===== config.mk =====
export PLATFORM = sky130hd
export DESIGN_NAME = data_mem_arbiter
export DESIGN_NICKNAME = d
export VERILOG_FILES = /design/src/rtl/data_mem_arbiter.sv
export SDC_FILE = /design/constraint.sdc
export NUM_CORES = 1
export LEC_CHECK = 0
export ABC_AREA = 1
export BUFFER_PORTS_ARGS = -buffer_cell sky130_fd_sc_hd__buf_4
export CORE_MARGIN = 4
export CORE_UTILIZATION = 41
export DETAILED_ROUTE_END_ITERATION = 10
export PLACE_DENSITY = 0.69
export SYNTH_ARGS = -nofsm -noshare
export SYNTH_HDL_FRONTEND = slang
export SYNTH_SLANG_ARGS = --single-unit

===== constraint.sdc =====
create_clock -name clk -period 2.6 [get_ports clk]
set_clock_uncertainty 0.1 [all_clocks]
set_input_delay 0.13 -clock clk [delete_from_list [all_inputs] [get_ports clk]]
set_output_delay 0.13 -clock clk [all_outputs]
set_load 0.05 [all_outputs]

===== src/rtl/data_mem_arbiter.sv =====
// Round-robin arbiter sharing one dual-port data memory among N_REQ load/store units.
// It supports read, write and a two-cycle atomic fetch-and-add that uses the write port on its second cycle.
module data_mem_arbiter #(
    parameter int N_REQ  = 2,
    parameter int ADDR_W = 10
) (
    input  logic                    clk,
    input  logic                    rstn,
    input  logic [N_REQ-1:0]        req,
    input  logic [2*N_REQ-1:0]      op,
    input  logic [N_REQ*ADDR_W-1:0] addr,
    input  logic [N_REQ*32-1:0]     wdata,
    output logic [N_REQ-1:0]        gnt,
    output logic [N_REQ-1:0]        rvalid,
    output logic [31:0]             rdata,
    output logic [ADDR_W-1:0]       mem_addra,
    output logic [31:0]             mem_dina,
    output logic                    mem_wea,
    output logic [ADDR_W-1:0]       mem_addrb,
    input  logic [31:0]             mem_doutb
);

    localparam int PTR_W = (N_REQ > 1) ? $clog2(N_REQ) : 1;

    typedef enum logic {
        ISSUE  = 1'b0,
        AMO_WB = 1'b1
    } state_t;

    state_t              state_q, state_d;
    logic [PTR_W-1:0]    rr_ptr_q, rr_ptr_d;
    logic [N_REQ-1:0]    rvalid_q, rvalid_d;
    logic [ADDR_W-1:0]   aaddr_q, aaddr_d;
    logic [31:0]         aadd_q, aadd_d;

    logic                grant_vld;
    logic [PTR_W-1:0]    grant_idx;
    logic [N_REQ-1:0]    grant_onehot;
    logic                issue;
    logic [1:0]          op_g;
    logic [ADDR_W-1:0]   addr_g;
    logic [31:0]         wdata_g;
    logic                is_write;
    logic                is_amo;

    function automatic logic [PTR_W-1:0] wrap_idx(input logic [PTR_W-1:0] base, input int k);
        int s;
        s = int'(base) + k;
        if (s >= N_REQ) s = s - N_REQ;
        return PTR_W'(s);
    endfunction

    // First requester at or after rr_ptr, searching cyclically.
    always_comb begin
        grant_vld = 1'b0;
        grant_idx = rr_ptr_q;
        for (int k = 0; k < N_REQ; k++) begin
            if (!grant_vld && req[wrap_idx(rr_ptr_q, k)]) begin
                grant_vld = 1'b1;
                grant_idx = wrap_idx(rr_ptr_q, k);
            end
        end
    end

    always_comb begin
        grant_onehot = N_REQ'(1) << grant_idx;
        op_g         = op[2*int'(grant_idx) +: 2];
        addr_g       = addr[ADDR_W*int'(grant_idx) +: ADDR_W];
        wdata_g      = wdata[32*int'(grant_idx) +: 32];
        is_write     = (op_g == 2'b01);
        is_amo       = (op_g == 2'b10);
        issue        = rstn && (state_q == ISSUE) && grant_vld;
    end

    // Reset forces gnt and mem_wea low combinationally, which also abandons a pending write-back.
    always_comb begin
        gnt       = issue ? grant_onehot : '0;
        rvalid    = rvalid_q;
        rdata     = mem_doutb;
        mem_addrb = (state_q == AMO_WB) ? aaddr_q : addr_g;
        mem_addra = (state_q == AMO_WB) ? aaddr_q : addr_g;
        mem_dina  = (state_q == AMO_WB) ? (mem_doutb + aadd_q) : wdata_g;
        mem_wea   = rstn && ((state_q == AMO_WB) || (issue && is_write));
    end

    always_comb begin
        state_d  = state_q;
        rr_ptr_d = rr_ptr_q;
        rvalid_d = '0;
        aaddr_d  = aaddr_q;
        aadd_d   = aadd_q;
        if (state_q == AMO_WB) begin
            state_d = ISSUE;
        end else if (issue) begin
            rr_ptr_d = wrap_idx(grant_idx, 1);
            if (!is_write) rvalid_d = grant_onehot;
            if (is_amo) begin
                state_d = AMO_WB;
                aaddr_d = addr_g;
                aadd_d  = wdata_g;
            end
        end
    end

    always_ff @(posedge clk or negedge rstn) begin
        if (!rstn) begin
            state_q  <= ISSUE;
            rr_ptr_q <= '0;
            rvalid_q <= '0;
            aaddr_q  <= '0;
            aadd_q   <= '0;
        end else begin
            state_q  <= state_d;
            rr_ptr_q <= rr_ptr_d;
            rvalid_q <= rvalid_d;
            aaddr_q  <= aaddr_d;
            aadd_q   <= aadd_d;
        end
    end

endmodule


Word-level counts from Yosys, hierarchy flattened
Cells that the tools add are included.
Widths: inputs -> output; s select.

word-level totals
  register bits = 46

operators by class
  add/subtract/negate cells = 6
  multipliers = 1
  $lt $le $gt $ge = 5
  eq/ne operators = 2
  shifts and indexed selects = 4
  mux-type cells = 20
  bitwise operators = 1
  reductions and logical operators = 9

operators with widths
  operator             count
  $shiftx 64x7->32     1
  $add 32x32->32       1
  $mux 32              1
  $shiftx 20x6->10     1
  $mux 1               14
  $mux 10              1
  $mux 2               4
  $logic_and 1x1->1    5
  $add 1x1->2 const B  2
  $ge 2x2->1 const B   2
  $lt 1x2->1 const B   2
  $mul 3x1->4 const A  1
  $shiftx 4x3->2       1
  $reduce_and 3->1     1
  $sub 1x1->1 const B  3
  $eq 2x1->1 const B   1
  $eq 2x2->1 const B   1
  $ge 1x2->1 const B   1
  $reduce_and 2->1     1
  $shl 1x1->2 const A  1
  $logic_not 1->1      1
  $logic_or 1x1->1     1
  $not 1->1            1

Depth between registers and ports, before layout
  word-level depth = 13
  depth in mapped cells = 12
  depth with buffers taken out = 12

Worst setup path before layout
OpenSTA, ideal clock, no wires.

  kind = register to output
  start point = reg aadd_q[0]
  end point = out mem_dina[12]
  arrival = 2.622 ns
  data required time = 2.370 ns
  slack = -0.252 ns
  cell stages (with the launch flop) = 9
  buffers on the path = 0
  path through = dfrtp_1 -> ha_1 -> fa_1 -> nand3_1 -> nand3_1 -> nand3_1 -> nand3_1 -> xnor2_1 -> o21ai_0

between the ends
  longest elaborated chain between the ends = 2

ends and longest elaborated chain
  what                    line  text
  from (decl)             34    logic [31:0] aadd_q, aadd_d;
  from (signal assigned)  111   aadd_q <= '0;
  from (signal assigned)  117   aadd_q <= aadd_d;
  $add 32x32->32          82    mem_dina = (state_q == AMO_WB) ? (mem_doutb + aadd_q) : wdata_g;
  $mux 32                 82
  to (decl)               17    output logic [31:0] mem_dina,

No other way between the ends.

Final worst setup path
  start point = reg aadd_q[18]
  end point = out mem_dina[24]

The elaborated chain is that of the path after synthesis.

==> out/results.tsv <==
stage	metric	value	unit
clock_network	htree_num_levels	2	
final_layout	drive_gt1_frac	0.2619	
clock_network	clock_latency	0.29	ns
final_layout	seqCellArea	0.001151	mm^2
setup_path	cp-start-kind	flip-flop	
routing	vias	6046	
placed_design	dp_hpwl	13.38	mm
final_layout	diodes	0	
global_routing	antenna_found_initial	0	
timing	tightestPinTransition	0.6070	ns
floorplanning	die_x	124.4	um
power_and_ir_drop	p_leak	4.343	nW
timing	finalCritPeriodShare	0.9551	
synthesis	synth-async-reset-ratio	1.000	
clock_network	clkTransAtPathRegs	0.07	ns
floorplanning	start_util	0.4194	
routing	drt_first_pass_iters	4	
global_routing	grt_pass1_vias	5572	
setup_path	worstReg2RegEnd	aadd_q[16]	
routing	drc	0	
setup_path	r2r_slack	0.49	ns
routing	drtIter0Drc	299	
synthesis	synth.net_count	1131	
synthesis	ys.flop_type	dfrtp_1	
routing	wl_met2	7.474	mm
run_status	status	finished, final reports clean	
timing	whs	0.05572	ns
synthesis	synth_area_leaders	nand2_1, dfrtp_1, inv_1	
routing	dr.max_layer_used	met4	
timing	fin_crit	2.483	ns
final_layout	nFillCells	1453	
timing	max_freq	402.7	MHz
synthesis	ys_seq_area_frac	0.2073	
clock_network	ctsRootBufferMaster	clkbuf_16	
timing	slew_violations	0	
worst_hold_path	hp-class	input port to flip-flop	
setup_path	cp_max_fo	5	
timing	finalHoldViolations	0	
worst_hold_path	holdPathStages	5	
final_layout	utilization	0.5590	
clock_network	cts_tree	done	
setup_path	crit_path_end_kind	output port	
routing	met1Wirelength	7.966	mm
timing	setup_viol	0	
setup_path	rr_startpoint	rr_ptr_q	
setup_path	cp.required	2.37	ns
clock_network	cts_buffers	5	
routing	routed_wirelength	16.65	mm
floorplanning	dieArea	0.01547	mm^2
routing	detail-route-antenna-nets	0	
global_routing	grt_pass1_wl	26.65	mm
final_layout	multi_input_area	0.003542	mm^2
clock_network	cts.path.max_buffers	2	
floorplanning	rows	42	
synthesis	synth_enable_flop_cells	0	
power_and_ir_drop	irDropWorstVdd	0.3996	mV
setup_path	r2r_cells	10	
synthesis	syn_area_per_cell	5.696	um^2
placed_design	port_buffers	212	
synthesis	synth_cells	975	
clock_network	clkSinkCount	46	
synthesis	synth_top_area_frac	0.3068	
final_layout	final_common_cell	nand2_1	
placed_design	gp_congestion	0.9366	
global_routing	grt_max_degree	86	
global_routing	overflow	0	
power_and_ir_drop	power_density	912.7	mW/mm^2
synthesis	yosysWarnings	0	
job	max_cap_viol_count	0	
timing	slew_headroom	0.5954	
synthesis	synth_area	0.005554	mm^2
routing	post_drt_wl_per_cell	12.67	um
setup_path	worstPathArrival	2.25	ns
synthesis	ys_ff_latch	46	
synthesis	ys_types	28	
setup_path	cp-endpoint	mem_dina[24]	
floorplanning	coreArea	0.01324	mm^2
floorplanning	die_h	124.4	um
routing	met3WireLength	973	um
setup_path	crit_start	aadd_q[18]	
final_layout	final_cell_mix	nand2_1, buf_4, inv_1, dfrtp_1	
routing	viasPerCell	4.601	
synthesis	yosysTopAreaCell	nand2_1	
final_layout	nNetsFinal	1293	
global_routing	grt_usage	0.2030	
final_layout	area_growth	33.27	%
setup_path	critPathKind	flip-flop to output port	
floorplanning	boundaryPins	213	
[critical path: stages, from the launching register on]
cell	delay, ns
dfrtp_1	0.38
ha_1	0.37
nand2_1	0.12
nor2_1	0.29
nand2_1	0.13
inv_1	0.09
nand3_1	0.10
nand4_1	0.12
nand3_2	0.11
nand2_2	0.11
buf_8	0.15
[Yosys cell counts, types with 2 or more instances]
master,instances
nand2_1,454
inv_1,155
dfrtp_1,46
nand3_1,46
nor2_1,44
buf_4,42
o21ai_0,33
ha_1,31
o21ai_2,26
a21oi_1,22
clkbuf_1,14
xnor2_1,14
o21ai_1,10
buf_6,7
nand3b_1,5
buf_2,4
nor3_1,4
nand4_1,3
o21bai_1,3
a31oi_1,2
and2_1,2
buf_1,2
[cell families (layout without fill, tap and decap cells)]
logic type | Yosys count | count (layout) | share of synthesized area
compound gates | 97 | 97 | 0.1072
buf+inv | 226 | 389 | 0.1919
simple gates | 560 | 560 | 0.3981
xor+xnor | 14 | 14 | 0.02208
fa+ha+maj | 32 | 32 | 0.07344
flops | 46 | 46 | 0.2073
[registers in the layout, summed over array words and instances, names as in the netlist]
register / count
aadd_q: 32
aaddr_q: 10
rr_ptr_q: 1
state_q: 1
rvalid: 2
[repair_timing]
action | in CTS | in global routing
hold buffers | 1 | 0
gates resized for setup | 7 | 42
pin swaps | 2 | 5
buffers inserted | 1 | 1
endpoints found under the hold margin | 46 | 0
setup endpoints to repair | 9 | 21
[worst min-delay path by stage]
stage	start	end	slack, ns
after floorplan	rstn	aadd_q[0]	-0.27
after global placement	rstn	aadd_q[20]	0.24
after detailed placement	rstn	aadd_q[19]	0.23
after CTS	wdata[39]	aadd_q[7]	0.06
after global routing	wdata[38]	aadd_q[6]	0.08
final	wdata[39]	aadd_q[7]	0.06
[per-layer routing]
| metal | global-route usage | up-vias |
|---|---|---|
| li1 | - | 3242 |
| met1 | 0.2801 | 2618 |
| met2 | 0.3330 | 173 |
| met3 | 0.04074 | 13 |
| met4 | 0.03611 | 0 |
| met5 | 0 | - |
[per-stage QoR]
stage          setup TNS (ns)  instance area (um^2)  total power, W  setup slack [ns]  std cells
6_report                    0                  7402        0.006756            0.1167       1314
5_1_grt              -0.04628                  7402        0.007369          -0.03292       1314
4_1_cts                     0                  7192        0.006556          0.007201       1313
3_5_place_dp                0                  6979        0.005741            0.1037       1303
3_3_place_gp                0                  6979        0.005709            0.1647       1303
2_1_floorplan               0                  5554        0.004610          0.006810        975
[layout make-up]
class                   instances  area share
well taps                     176     0.02975
clock buffers                   6     0.01741
inverters                     157     0.07995
repair buffers                224      0.2338
multi-input cells             703      0.4785
flip-flops and latches         46      0.1555
clock inverters                 2    0.005071
[report_power, final]
part | switching (W) | internal, W | leakage, nW
Sequential | 0.000184 | 0.00101 | 0.574
Combinational | 0.00310 | 0.00172 | 3.69
Clock | 0.000290 | 0.000455 | 0.0771
(Power assumes the default switching activity.)
